[src/rtl/morphle_pkg.sv]
// Shared definitions for the Morphle yblock Wishbone driver.
// Register indices, bit positions and sequencer states.
package morphle_pkg;

    // Register indices decoded from wbs_adr_i[4:2]
    localparam logic [2:0] REG_CTRL   = 3'd0;
    localparam logic [2:0] REG_CFG    = 3'd1;
    localparam logic [2:0] REG_IN     = 3'd2;
    localparam logic [2:0] REG_CMD    = 3'd3;
    localparam logic [2:0] REG_SETTLE = 3'd4;
    localparam logic [2:0] REG_STATUS = 3'd5;
    localparam logic [2:0] REG_OUT    = 3'd6;

    // CTRL bit positions
    localparam int CTRL_RST = 0;
    localparam int CTRL_ENA = 1;

    // CMD bit positions
    localparam int CMD_PULSE  = 0;
    localparam int CMD_SAMPLE = 1;

    // STATUS bit positions
    localparam int ST_BUSY  = 0;
    localparam int ST_VALID = 1;
    localparam int ST_ERR   = 2;

    // Settle count loaded at reset
    localparam int SETTLE_RST = 4;

    // Configuration / sampling sequencer states
    typedef enum logic [2:0] {
        S_IDLE,
        S_CLK_HI,
        S_CLK_LO,
        S_SETTLE,
        S_CAPTURE
    } seq_state_e;

endpackage

[src/rtl/morphle_conf_seq.sv]
// Configuration-clock pulse generator and settle/capture sequencer
// for the yblock outputs, including the input synchronizer.
module morphle_conf_seq
    import morphle_pkg::*;
#(
    parameter int OUT_W     = 32,
    parameter int PULSE_CYC = 2,
    parameter int SETTLE_W  = 8
) (
    input  logic                clk_i,
    input  logic                rst_ni,
    input  logic                start_pulse_i,
    input  logic                start_sample_i,
    input  logic [SETTLE_W-1:0] settle_i,
    input  logic                clr_valid_i,
    input  logic [OUT_W-1:0]    ys_out_i,
    output logic                confclk_o,
    output logic                busy_o,
    output logic                valid_o,
    output logic [OUT_W-1:0]    out_o
);

    localparam int PW = (PULSE_CYC > 1) ? $clog2(PULSE_CYC) : 1;
    localparam logic [PW-1:0] PLOAD = PW'(PULSE_CYC - 1);

    seq_state_e          state_q;
    logic [PW-1:0]       pcnt_q;
    logic [SETTLE_W-1:0] scnt_q;
    logic                pend_q;
    logic                confclk_q;
    logic                valid_q;
    logic [OUT_W-1:0]    out_q;
    logic [OUT_W-1:0]    sync1_q;
    logic [OUT_W-1:0]    sync2_q;
    logic                cap_d;

    // The capture happens on the edge that enters CAPTURE
    assign cap_d = (state_q == S_SETTLE) && (scnt_q == '0);

    // Two-flop synchronizer for the asynchronous yblock outputs
    always_ff @(posedge clk_i) begin
        if (!rst_ni) begin
            sync1_q <= '0;
            sync2_q <= '0;
        end else begin
            sync1_q <= ys_out_i;
            sync2_q <= sync1_q;
        end
    end

    // Sequencer FSM; confclk and OUT are registered so they are
    // already valid during CLK_HI and CAPTURE respectively
    always_ff @(posedge clk_i) begin
        if (!rst_ni) begin
            state_q   <= S_IDLE;
            pcnt_q    <= '0;
            scnt_q    <= '0;
            pend_q    <= 1'b0;
            confclk_q <= 1'b0;
            out_q     <= '0;
        end else begin
            unique case (state_q)
                S_IDLE: begin
                    if (start_pulse_i) begin
                        state_q   <= S_CLK_HI;
                        confclk_q <= 1'b1;
                        pcnt_q    <= PLOAD;
                        pend_q    <= start_sample_i;
                    end else if (start_sample_i) begin
                        state_q <= S_SETTLE;
                        scnt_q  <= settle_i;
                    end
                end
                S_CLK_HI: begin
                    if (pcnt_q == '0) begin
                        state_q   <= S_CLK_LO;
                        confclk_q <= 1'b0;
                        pcnt_q    <= PLOAD;
                    end else begin
                        pcnt_q <= pcnt_q - 1'b1;
                    end
                end
                S_CLK_LO: begin
                    if (pcnt_q == '0) begin
                        if (pend_q) begin
                            state_q <= S_SETTLE;
                            scnt_q  <= settle_i;
                            pend_q  <= 1'b0;
                        end else begin
                            state_q <= S_IDLE;
                        end
                    end else begin
                        pcnt_q <= pcnt_q - 1'b1;
                    end
                end
                S_SETTLE: begin
                    if (scnt_q == '0) begin
                        state_q <= S_CAPTURE;
                        out_q   <= sync2_q;
                    end else begin
                        scnt_q <= scnt_q - 1'b1;
                    end
                end
                S_CAPTURE: begin
                    state_q <= S_IDLE;
                end
                default: begin
                    state_q   <= S_IDLE;
                    confclk_q <= 1'b0;
                end
            endcase
        end
    end

    // Valid flag: a capture beats a same-cycle clear from an OUT read
    always_ff @(posedge clk_i) begin
        if (!rst_ni) begin
            valid_q <= 1'b0;
        end else if (cap_d) begin
            valid_q <= 1'b1;
        end else if (clr_valid_i) begin
            valid_q <= 1'b0;
        end
    end

    assign confclk_o = confclk_q;
    assign busy_o    = (state_q != S_IDLE);
    assign valid_o   = valid_q;
    assign out_o     = out_q;

endmodule

[src/rtl/morphle_wb_driver.sv]
// Wishbone slave driving one 16x16 Morphle yblock: register file,
// bus handshake, and the configuration/sampling sequencer.
module morphle_wb_driver
    import morphle_pkg::*;
#(
    parameter int CFG_W     = 8,
    parameter int IN_W      = 32,
    parameter int OUT_W     = 32,
    parameter int PULSE_CYC = 2,
    parameter int SETTLE_W  = 8
) (
    input  logic             wb_clk_i,
    input  logic             wb_rst_ni,
    input  logic             wbs_stb_i,
    input  logic             wbs_cyc_i,
    input  logic             wbs_we_i,
    input  logic [3:0]       wbs_sel_i,
    input  logic [31:0]      wbs_adr_i,
    input  logic [31:0]      wbs_dat_i,
    output logic             wbs_ack_o,
    output logic [31:0]      wbs_dat_o,
    output logic             ys_reset,
    output logic             ys_confena,
    output logic             ys_confclk,
    output logic [CFG_W-1:0] ys_cfg,
    output logic [IN_W-1:0]  ys_in,
    input  logic [OUT_W-1:0] ys_out,
    output logic             busy_o
);

    logic                ack_q;
    logic                ack_d;
    logic                blk_reset_q;
    logic                conf_ena_q;
    logic [CFG_W-1:0]    cfg_q;
    logic [IN_W-1:0]     in_q;
    logic [SETTLE_W-1:0] settle_q;
    logic                err_q;
    logic [2:0]          reg_idx;
    logic                wr_en;
    logic                rd_en;
    logic                wr_cmd;
    logic                cmd_err;
    logic                start_pulse;
    logic                start_sample;
    logic                clr_valid;
    logic                seq_busy;
    logic                seq_valid;
    logic [OUT_W-1:0]    seq_out;
    logic [31:0]         rdata_d;
    logic                unused_adr;

    assign unused_adr = ^{wbs_adr_i[31:5], wbs_adr_i[1:0]};

    assign reg_idx = wbs_adr_i[4:2];
    assign ack_d   = wbs_stb_i & wbs_cyc_i & ~ack_q;

    // Accesses take effect in the ack cycle; writes need all byte lanes
    assign wr_en = ack_q & wbs_we_i & (wbs_sel_i == 4'hF);
    assign rd_en = ack_q & ~wbs_we_i;

    assign wr_cmd       = wr_en && (reg_idx == REG_CMD);
    assign cmd_err      = wr_cmd & seq_busy;
    assign start_pulse  = wr_cmd & ~seq_busy & wbs_dat_i[CMD_PULSE];
    assign start_sample = wr_cmd & ~seq_busy & wbs_dat_i[CMD_SAMPLE];
    assign clr_valid    = rd_en && (reg_idx == REG_OUT);

    // Single-cycle acknowledge, one cycle after each new request
    always_ff @(posedge wb_clk_i) begin
        if (!wb_rst_ni) begin
            ack_q <= 1'b0;
        end else begin
            ack_q <= ack_d;
        end
    end

    // Control, configuration, input and settle registers
    always_ff @(posedge wb_clk_i) begin
        if (!wb_rst_ni) begin
            blk_reset_q <= 1'b1;
            conf_ena_q  <= 1'b0;
            cfg_q       <= '0;
            in_q        <= '0;
            settle_q    <= SETTLE_W'(SETTLE_RST);
        end else if (wr_en) begin
            case (reg_idx)
                REG_CTRL: begin
                    blk_reset_q <= wbs_dat_i[CTRL_RST];
                    conf_ena_q  <= wbs_dat_i[CTRL_ENA];
                end
                REG_CFG:    cfg_q    <= wbs_dat_i[CFG_W-1:0];
                REG_IN:     in_q     <= wbs_dat_i[IN_W-1:0];
                REG_SETTLE: settle_q <= wbs_dat_i[SETTLE_W-1:0];
                default: ;
            endcase
        end
    end

    // Sticky command-collision flag, write-1-to-clear via STATUS
    always_ff @(posedge wb_clk_i) begin
        if (!wb_rst_ni) begin
            err_q <= 1'b0;
        end else if (cmd_err) begin
            err_q <= 1'b1;
        end else if (wr_en && (reg_idx == REG_STATUS)
                     && wbs_dat_i[ST_ERR]) begin
            err_q <= 1'b0;
        end
    end

    // Read mux; the bus reads zero outside the ack cycle
    always_comb begin
        rdata_d = '0;
        if (ack_q) begin
            case (reg_idx)
                REG_CTRL: begin
                    rdata_d[CTRL_RST] = blk_reset_q;
                    rdata_d[CTRL_ENA] = conf_ena_q;
                end
                REG_CFG:    rdata_d = 32'(cfg_q);
                REG_IN:     rdata_d = 32'(in_q);
                REG_SETTLE: rdata_d = 32'(settle_q);
                REG_STATUS: begin
                    rdata_d[ST_BUSY]  = seq_busy;
                    rdata_d[ST_VALID] = seq_valid;
                    rdata_d[ST_ERR]   = err_q;
                end
                REG_OUT:    rdata_d = 32'(seq_out);
                default:    rdata_d = '0;
            endcase
        end
    end

    morphle_conf_seq #(
        .OUT_W     (OUT_W),
        .PULSE_CYC (PULSE_CYC),
        .SETTLE_W  (SETTLE_W)
    ) u_seq (
        .clk_i          (wb_clk_i),
        .rst_ni         (wb_rst_ni),
        .start_pulse_i  (start_pulse),
        .start_sample_i (start_sample),
        .settle_i       (settle_q),
        .clr_valid_i    (clr_valid),
        .ys_out_i       (ys_out),
        .confclk_o      (ys_confclk),
        .busy_o         (seq_busy),
        .valid_o        (seq_valid),
        .out_o          (seq_out)
    );

    assign wbs_ack_o  = ack_q;
    assign wbs_dat_o  = rdata_d;
    assign ys_reset   = blk_reset_q;
    assign ys_confena = conf_ena_q;
    assign ys_cfg     = cfg_q;
    assign ys_in      = in_q;
    assign busy_o     = seq_busy;

endmodule
[config.mk]
export PLATFORM = sky130hd
export DESIGN_NAME = morphle_wb_driver
export DESIGN_NICKNAME = d
export VERILOG_FILES = /design/src/rtl/morphle_pkg.sv /design/src/rtl/morphle_conf_seq.sv /design/src/rtl/morphle_wb_driver.sv
export SDC_FILE = /design/constraint.sdc
export NUM_CORES = 1
export LEC_CHECK = 0
export BUFFER_PORTS_ARGS = -buffer_cell sky130_fd_sc_hd__buf_2
export CORE_AREA = 5 5 156 158
export CTS_BUF_LIST = sky130_fd_sc_hd__clkbuf_16
export CTS_CLUSTER_SIZE = 30
export DETAILED_ROUTE_END_ITERATION = 10
export DIE_AREA = 0 0 161 163
export PLACE_DENSITY = 0.49
export SLEW_MARGIN = 5
export SYNTH_ARGS = -nofsm -noshare
export SYNTH_HDL_FRONTEND = slang
export SYNTH_HIERARCHICAL = 1
export SYNTH_SLANG_ARGS = --single-unit
[constraint.sdc]
create_clock -name wb_clk_i -period 2.2 [get_ports wb_clk_i]
set_input_delay 0.33 -clock wb_clk_i [delete_from_list [all_inputs] [get_ports wb_clk_i]]
set_output_delay 0.33 -clock wb_clk_i [all_outputs]
set_load 0.01 [all_outputs]
==> results of run 1 <==
[cell usage in the layout, fill, tap and decap left out, drive strengths merged, types with 3 or more instances in the layout]
| master | n |
|---|---|
| inv | 14 |
| nand3 | 5 |
| nor2 | 35 |
| dfxtp | 163 |
| nor4 | 11 |
| nor2b | 12 |
| a21oi | 48 |
| clkinv | 6 |
| nor3b | 3 |
| a21o | 5 |
| a2111oi | 3 |
| nor3 | 6 |
| nand2 | 165 |
| a22oi | 26 |
| mux2i | 56 |
| nand2b | 4 |
| mux2 | 7 |
| o32ai | 4 |
| buf | 189 |
| and3b | 5 |
| o21ai | 4 |
| and2 | 64 |
| nand3b | 11 |
| or3 | 6 |
| clkbuf | 17 |
[flip-flops by register name (all words and copies together), names as in the netlist]
| name | count |
|---|---|
| u_seq/out_o | 32 |
| u_seq/scnt_q | 8 |
| wbs_ack_o | 1 |
| u_seq/pcnt_q | 1 |
| u_seq/state_q | 3 |
| settle_q | 8 |
| u_seq/confclk_o | 1 |
| ys_in | 32 |
| ys_cfg | 8 |
| u_seq/sync1_q | 32 |
| u_seq/pend_q | 1 |
| ys_reset | 1 |
| ys_confena | 1 |
| err_q | 1 |
| u_seq/sync2_q | 32 |
| u_seq/valid_o | 1 |
[per-layer routing]
| layer | track usage (%) | vias up |
|---|---|---|
| met5 | 0 | - |
| met4 | 3.76 | 0 |
| met3 | 3.37 | 17 |
| met2 | 23.0 | 116 |
| met1 | 18.1 | 2663 |
| li1 | - | 2815 |
[cells by family after synthesis]
kind of cell	count (synthesis)	share of synthesized area, %
adders and majority gates	2	0.371
DFF	163	48.4
AOI/OAI and AO/OA	107	10.6
buffers and inverters	67	5.16
xor gates and xnor gates	1	0.130
muxes	64	9.82
and+or+nand+nor	337	25.5
[worst paths after layout]
kind / to / slack (ns) / cells after the start
setup reg to reg: u_seq/scnt_q[6]$_SDFFE_PN0P_ / 0.17 / 6
hold / removal: u_seq/sync1_q[2]$_SDFF_PN0_ / 0.11 / 2
hold reg to reg: u_seq/out_o[5]$_SDFFE_PN0P_ / 0.43 / 2
setup / recovery: wbs_dat_o[0] / 0.005 / 5
[where the power goes]
part	switching [uW]	total, uW	internal (uW)
sequential	57.1	3120	3060
combinational	689	1230	540
clock	1260	2950	1690
total	2010	7290	5280
[metrics by stage]
step	util [%]	std cells	cell area [sq um]	worst slack, ns	setup TNS, ns
2_1_floorplan	-	741	6770	0.00596	0
3_3_place_gp	34.6	1162	7960	-0.141	-0.860
3_5_place_dp	34.6	1162	7960	-0.194	-1.01
4_1_cts	37.2	1194	8540	0.00638	0
5_1_grt	37.3	1194	8560	-0.108	-0.108
6_report	37.3	1194	8560	0.00488	0
[worst reg2reg max path: stages, from the launching register on]
cell	delay, ns
dfxtp_1	0.31
or3_4	0.42
and3b_1	0.28
a2111oi_2	0.08
buf_4	0.16
or3_4	0.42
o32ai_1	0.27
[final cells by class]
class / count / area [sq um] / area share [%]
clock buffers: 17 / 425 / 4.97
clock inverters: 15 / 156 / 1.83
inverters: 9 / 33.8 / 0.394
multi-input cells: 511 / 3180 / 37.2
flip-flops and latches: 163 / 3260 / 38.1
well taps: 290 / 363 / 4.24
repair buffers: 189 / 1140 / 13.3
[cells in the mapped netlist, drive strengths merged (2+ instances only)]
cell / number / area [sq um]
a2111oi: 3 / 26.3
a211oi: 2 / 15.0
a21o: 5 / 37.5
a21oi: 48 / 244
a22oi: 26 / 195
and2: 64 / 400
and3b: 5 / 43.8
and4b: 2 / 20.0
buf: 30 / 209
clkbuf: 28 / 105
dfxtp: 163 / 3260
ha: 2 / 25.0
inv: 8 / 30.0
mux2: 7 / 78.8
mux2i: 56 / 561
nand2: 165 / 619
nand2b: 4 / 25.0
nand3: 5 / 25.0
nand3b: 11 / 82.6
nor2: 35 / 131
nor2b: 12 / 82.6
nor3: 6 / 41.3
nor3b: 3 / 22.5
nor4: 11 / 114
nor4bb: 2 / 20.0
o21ai: 4 / 20.0
o221a: 2 / 22.5
o32ai: 4 / 42.6
or3: 6 / 37.5
==> qor.csv, run 1 <==
stage,metric,value,unit
run_status,status,"complete, no violations",
critical_path,Critical Path Source Type,flip-flop,
yosys,Most used DFF post-synth,dfxtp_1,
floorplan,DIE AREA,26200,sq um
flow_run,# Max-Cap Violations,0,
floorplan,Initial Util,29.3,%
sta,hold slack final,0.114,ns
yosys,asr flop ratio synth,0,%
sta,period utilisation layout,99.8,%
yosys,Syn Nets,848,
sta,count of final hold-check violations,0,
final_layout,layout cell share with drive strength beyond 1,27.4,%
critical_path,crit end category,output port,
clocking,post-CTS sizing,1,
final_layout,Area Overhead vs Synth,27.1,%
yosys,Yosys warnings,6,
floorplan,Core Footprint,23000,sq um
place,dpl hpwl,12300,um
yosys,Syn Area/Cell,9.09,sq um
sta,Slew @ Worst Pin,0.626,ns
critical_path,cells along the critical path,"or3_4, and4b_1, o311ai_2, a21oi_2, buf_2",
detailed_routing,Residual DRC,0,
pwr,total design power,7290,uW
sta,RSZ-0062 raised after global routing,true,
clocking,"CTS clk-pin slew, worst paths",0.07,ns
clocking,clk root buf,clkbuf_16,
global_route,GRT Overall Usage,13.9,%
detailed_routing,via count,5611,
final_layout,fill cell count,2395,
sta,f_max,456,MHz
global_route,first-pass GRT wire length,29000,um
min_path,Hold Path Class,in2reg,
clocking,Max clock buf depth,2,
clocking,CTS sink cnt,163,
clocking,setup bufs post-CTS,0,
floorplan,IO Pins,182,
critical_path,Worst EP required,1.87,ns
detailed_routing,WL met3,784,um
final_layout,antenna cells,0,
floorplan,die height,163,um
detailed_routing,WL met2,8730,um
global_route,initial antenna violation count,0,
critical_path,CP Max Fanout,5,
clocking,CTS tree,yes,
global_route,vias in the first global route,5385,
detailed_routing,WL/cell,15.4,um
detailed_routing,starting DRC count in detailed routing,255,
global_route,total gr overflow,0,
detailed_routing,Metal-1 WL,8620,um
clocking,CTS Buf Count,17,
sta,Slew headroom,58.3,%
clocking,hold buffer count at CTS,0,
critical_path,WP data arrival,1.87,ns
clocking,H-tree depth,4,
sta,Final min period,2.20,ns
min_path,HP Start,ys_out[2],
critical_path,slowest stage cell on the critical path,or3_4,
yosys,"EDFF count, synth",0,
floorplan,die width,161,um
final_layout,NumNets Final,998,
sta,Final Slew Violations,0,
critical_path,Setup crit start,u_seq/state_q[2]$_SDFFE_PN0P_,
place,final RePlAce weighted congestion,0.755,
detailed_routing,Via density,4.70,
yosys,"Distinct cells, synth",60,
critical_path,Crit path buffers/inverters,1,
floorplan,Site Rows,56,
yosys,Syn Inst Count,741,
yosys,Post-Syn Area,6740,sq um
critical_path,Worst path top cell family by delay,simple AND/OR/NAND/NOR gates,
critical_path,Max stage delay on crit path,0.42,ns
place,input/output buffers,152,
clocking,Skew-Pair Late Insertion Delay,0.42,ns
pwr,P_leak,0.00340,uW
pwr,pwr/cell area,852,nW/um^2
sta,clock skew,0.00676,ns
pwr,maximum VDD drop,0.000484,V
sta,setup violation total in the final timing report,0,
critical_path,Setup CP Type,reg2out,
global_route,largest net degree at the start of global routing,163,
detailed_routing,Routed WL,18300,um
yosys,"FF+latch count, synth",163,
critical_path,reg2reg start,u_seq/state_q[2]$_SDFFE_PN0P_,
detailed_routing,post-route ant nets,0,
yosys,sequential cell area fraction in the yosys report,48.4,%
detailed_routing,top sig layer,met4,
detailed_routing,DRT Pass-1 Iters,5,
Power figures use the tool's default switching activity.
==> inputs of run 2 (changes only) <==
--- a/config.mk
+++ b/config.mk
@@ -11,6 +11,7 @@
 export CTS_CLUSTER_SIZE = 30
 export DETAILED_ROUTE_END_ITERATION = 10
 export DIE_AREA = 0 0 161 163
+export MAX_ROUTING_LAYER = met4
 export PLACE_DENSITY = 0.49
 export SLEW_MARGIN = 5
 export SYNTH_ARGS = -nofsm -noshare
==> qor.csv, run 2 (synthesis gave the netlist of run 1 again) <==
stage,metric,value,unit,change
clocking,Skew-Pair Late Insertion Delay,0.42,ns,about the same
detailed_routing,post-route ant nets,0,,unchanged
critical_path,reg-to-reg endpoint,u_seq/scnt_q[6]$_SDFFE_PN0P_,,
critical_path,WP data arrival,1.87,ns,about the same
min_path,HP Start,ys_out[10],,
detailed_routing,via count,5633,,+0.39%
detailed_routing,starting DRC count in detailed routing,241,,-5.5%
critical_path,Setup CP Type,reg2out,,
final_layout,NumNets Final,998,,unchanged
global_route,vias in the first global route,5390,,+0.093%
clocking,CTS tree,yes,,
final_layout,layout cell share with drive strength beyond 1,27.4,%,unchanged
sta,RSZ-0062 raised after global routing,true,,
critical_path,CP Max Fanout,5,,unchanged
min_path,Hold Path Cell Cnt,2,,unchanged
clocking,Max clock buf depth,2,,unchanged
clocking,H-tree depth,4,,unchanged
place,dpl hpwl,12300,um,unchanged
place,pre-CTS setup slack,-0.194,ns,unchanged
floorplan,IO Pins,182,,unchanged
run_status,status,"complete, no violations",,
floorplan,Core Footprint,23000,sq um,unchanged
clocking,hold buffer count at CTS,0,,unchanged
final_layout,Area Overhead vs Synth,27.1,%,unchanged
clocking,"CTS clk-pin slew, worst paths",0.07,ns,about the same
min_path,WHS Endpoint,u_seq/sync1_q[10]$_SDFF_PN0_,,
critical_path,crit end category,output port,,
final_layout,"commonest non-fill, non-tap cell in the layout",nand2_1,,
global_route,initial antenna violation count,0,,unchanged
sta,f_max,455,MHz,about the same
sta,setup violation total in the final timing report,0,,unchanged
sta,count of final hold-check violations,0,,unchanged
floorplan,die width,161,um,unchanged
sta,Final Slew Violations,0,,unchanged
clocking,CTS Buf Count,17,,unchanged
detailed_routing,DRT Pass-1 Iters,4,,-1
sta,clock skew,0.00671,ns,-0.0000547 ns
floorplan,DIE AREA,26200,sq um,unchanged
pwr,maximum VDD drop,0.000484,V,-0.10%
clocking,CTS sink cnt,163,,unchanged
global_route,first-pass GRT wire length,29000,um,+0.12%
final_layout,most frequent cells in the layout,"nand2_1, dfxtp_1, buf_2, and2_1, mux2i_1",,
global_route,largest net degree at the start of global routing,163,,unchanged
global_route,GRT Overall Usage,14.3,%,+0.43 points
pwr,total design power,7290,uW,about the same
detailed_routing,Routed WL,18300,um,about the same
critical_path,R2R Setup Slk,0.18,ns,about the same
min_path,Hold Path Class,in2reg,,
final_layout,final core occ,37.3,%,unchanged
floorplan,Initial Util,29.3,%,unchanged
place,final RePlAce weighted congestion,0.764,,+1.3%
detailed_routing,Via density,4.72,,+0.39%
sta,PnR worst setup slack,0.00380,ns,-0.00108 ns
detailed_routing,WL/cell,15.4,um,about the same
final_layout,antenna cells,0,,unchanged
flow_run,# Max-Cap Violations,0,,unchanged
sta,Final min period,2.20,ns,+0.00108 ns
clocking,clk root buf,clkbuf_16,,
floorplan,Site Rows,56,,unchanged
sta,period utilisation layout,99.8,%,about the same
sta,Slew @ Worst Pin,0.725,ns,+0.0986 ns
sta,Slew headroom,51.7,%,-6.6 points
pwr,P_leak,0.00340,uW,unchanged
final_layout,fill cell count,2395,,unchanged
floorplan,die height,163,um,unchanged
critical_path,worst r2r path cells,6,,unchanged
critical_path,reg2reg start,u_seq/state_q[2]$_SDFFE_PN0P_,,
critical_path,Critical Path Source Type,flip-flop,,
critical_path,Worst EP required,1.87,ns,about the same
detailed_routing,Residual DRC,0,,unchanged
place,input/output buffers,152,,unchanged
global_route,total gr overflow,0,,unchanged
pwr,pwr/cell area,851,nW/um^2,about the same
## run 2: worst max-delay path, cell delays in order (launching register included)
cell,delay (ns)
dfxtp_1,0.31
or3_4,0.42
and4b_1,0.23
o311ai_2,0.30
a21oi_2,0.05
buf_2,0.15
## run 2: stage by stage
step | cells | area (sq um) | setup TNS (ns) | hold slack [ns]
3_5_place_dp | 1162 | 7960 | -1.01 | 0.418
2_1_floorplan | 741 | 6770 | 0 | 0.412
6_report | 1194 | 8560 | 0 | 0.116
3_3_place_gp | 1162 | 7960 | -0.860 | 0.413
4_1_cts | 1194 | 8540 | 0 | 0.0925
5_1_grt | 1194 | 8560 | -0.108 | 0.0918
## run 2: worst max-delay path by stage
stage                             startpoint                           end  cells past startpoint
6_report       u_seq/state_q[2]$_SDFFE_PN0P_                  wbs_dat_o[0]                      5
4_1_cts        u_seq/state_q[2]$_SDFFE_PN0P_                  wbs_dat_o[0]                      5
3_5_place_dp                    wbs_adr_i[4]  u_seq/scnt_q[6]$_SDFFE_PN0P_                      9
3_3_place_gp                    wbs_adr_i[4]  u_seq/scnt_q[0]$_SDFFE_PN0P_                     10
5_1_grt        u_seq/state_q[2]$_SDFFE_PN0P_                  wbs_dat_o[0]                      5
2_1_floorplan  u_seq/state_q[1]$_SDFFE_PN0P_  u_seq/scnt_q[0]$_SDFFE_PN0P_                      9
## run 2: repair_timing
item | in CTS | in global routing
gates resized for setup | 1 | 4
endpoints found under the setup margin | 1 | 7
setup buffers | 0 | 0
## run 2: metal layers
| metal | share of wire (%) | global-route usage (%) | vias to the layer above |
|---|---|---|---|
| li1 | - | - | 2813 |
| met1 | 47 | 18.2 | 2679 |
| met2 | 48 | 23.0 | 124 |
| met3 | 4.4 | 3.32 | 17 |
| met4 | 1.1 | 3.76 | 0 |
| met5 | 0 | - | - |
## run 2: cell type report
| type | count | area (sq um) | share of cell area (%) |
|---|---|---|---|
| Clock inverter | 15 | 156 | 1.83 |
| Inverter | 9 | 33.8 | 0.394 |
| Multi-Input combinational cell | 511 | 3180 | 37.2 |
| Tap cell | 290 | 363 | 4.24 |
| Clock buffer | 17 | 425 | 4.97 |
| Timing Repair Buffer | 189 | 1140 | 13.3 |
| Sequential cell | 163 | 3260 | 38.1 |
## run 2: power breakdown
| part | switching (uW) | leakage (uW) | internal (uW) |
|---|---|---|---|
| Sequential | 57.1 | 0.00133 | 3060 |
| Combinational | 689 | 0.00179 | 540 |
| Clock | 1260 | 0.000285 | 1690 |
| Total | 2010 | 0.00340 | 5280 |
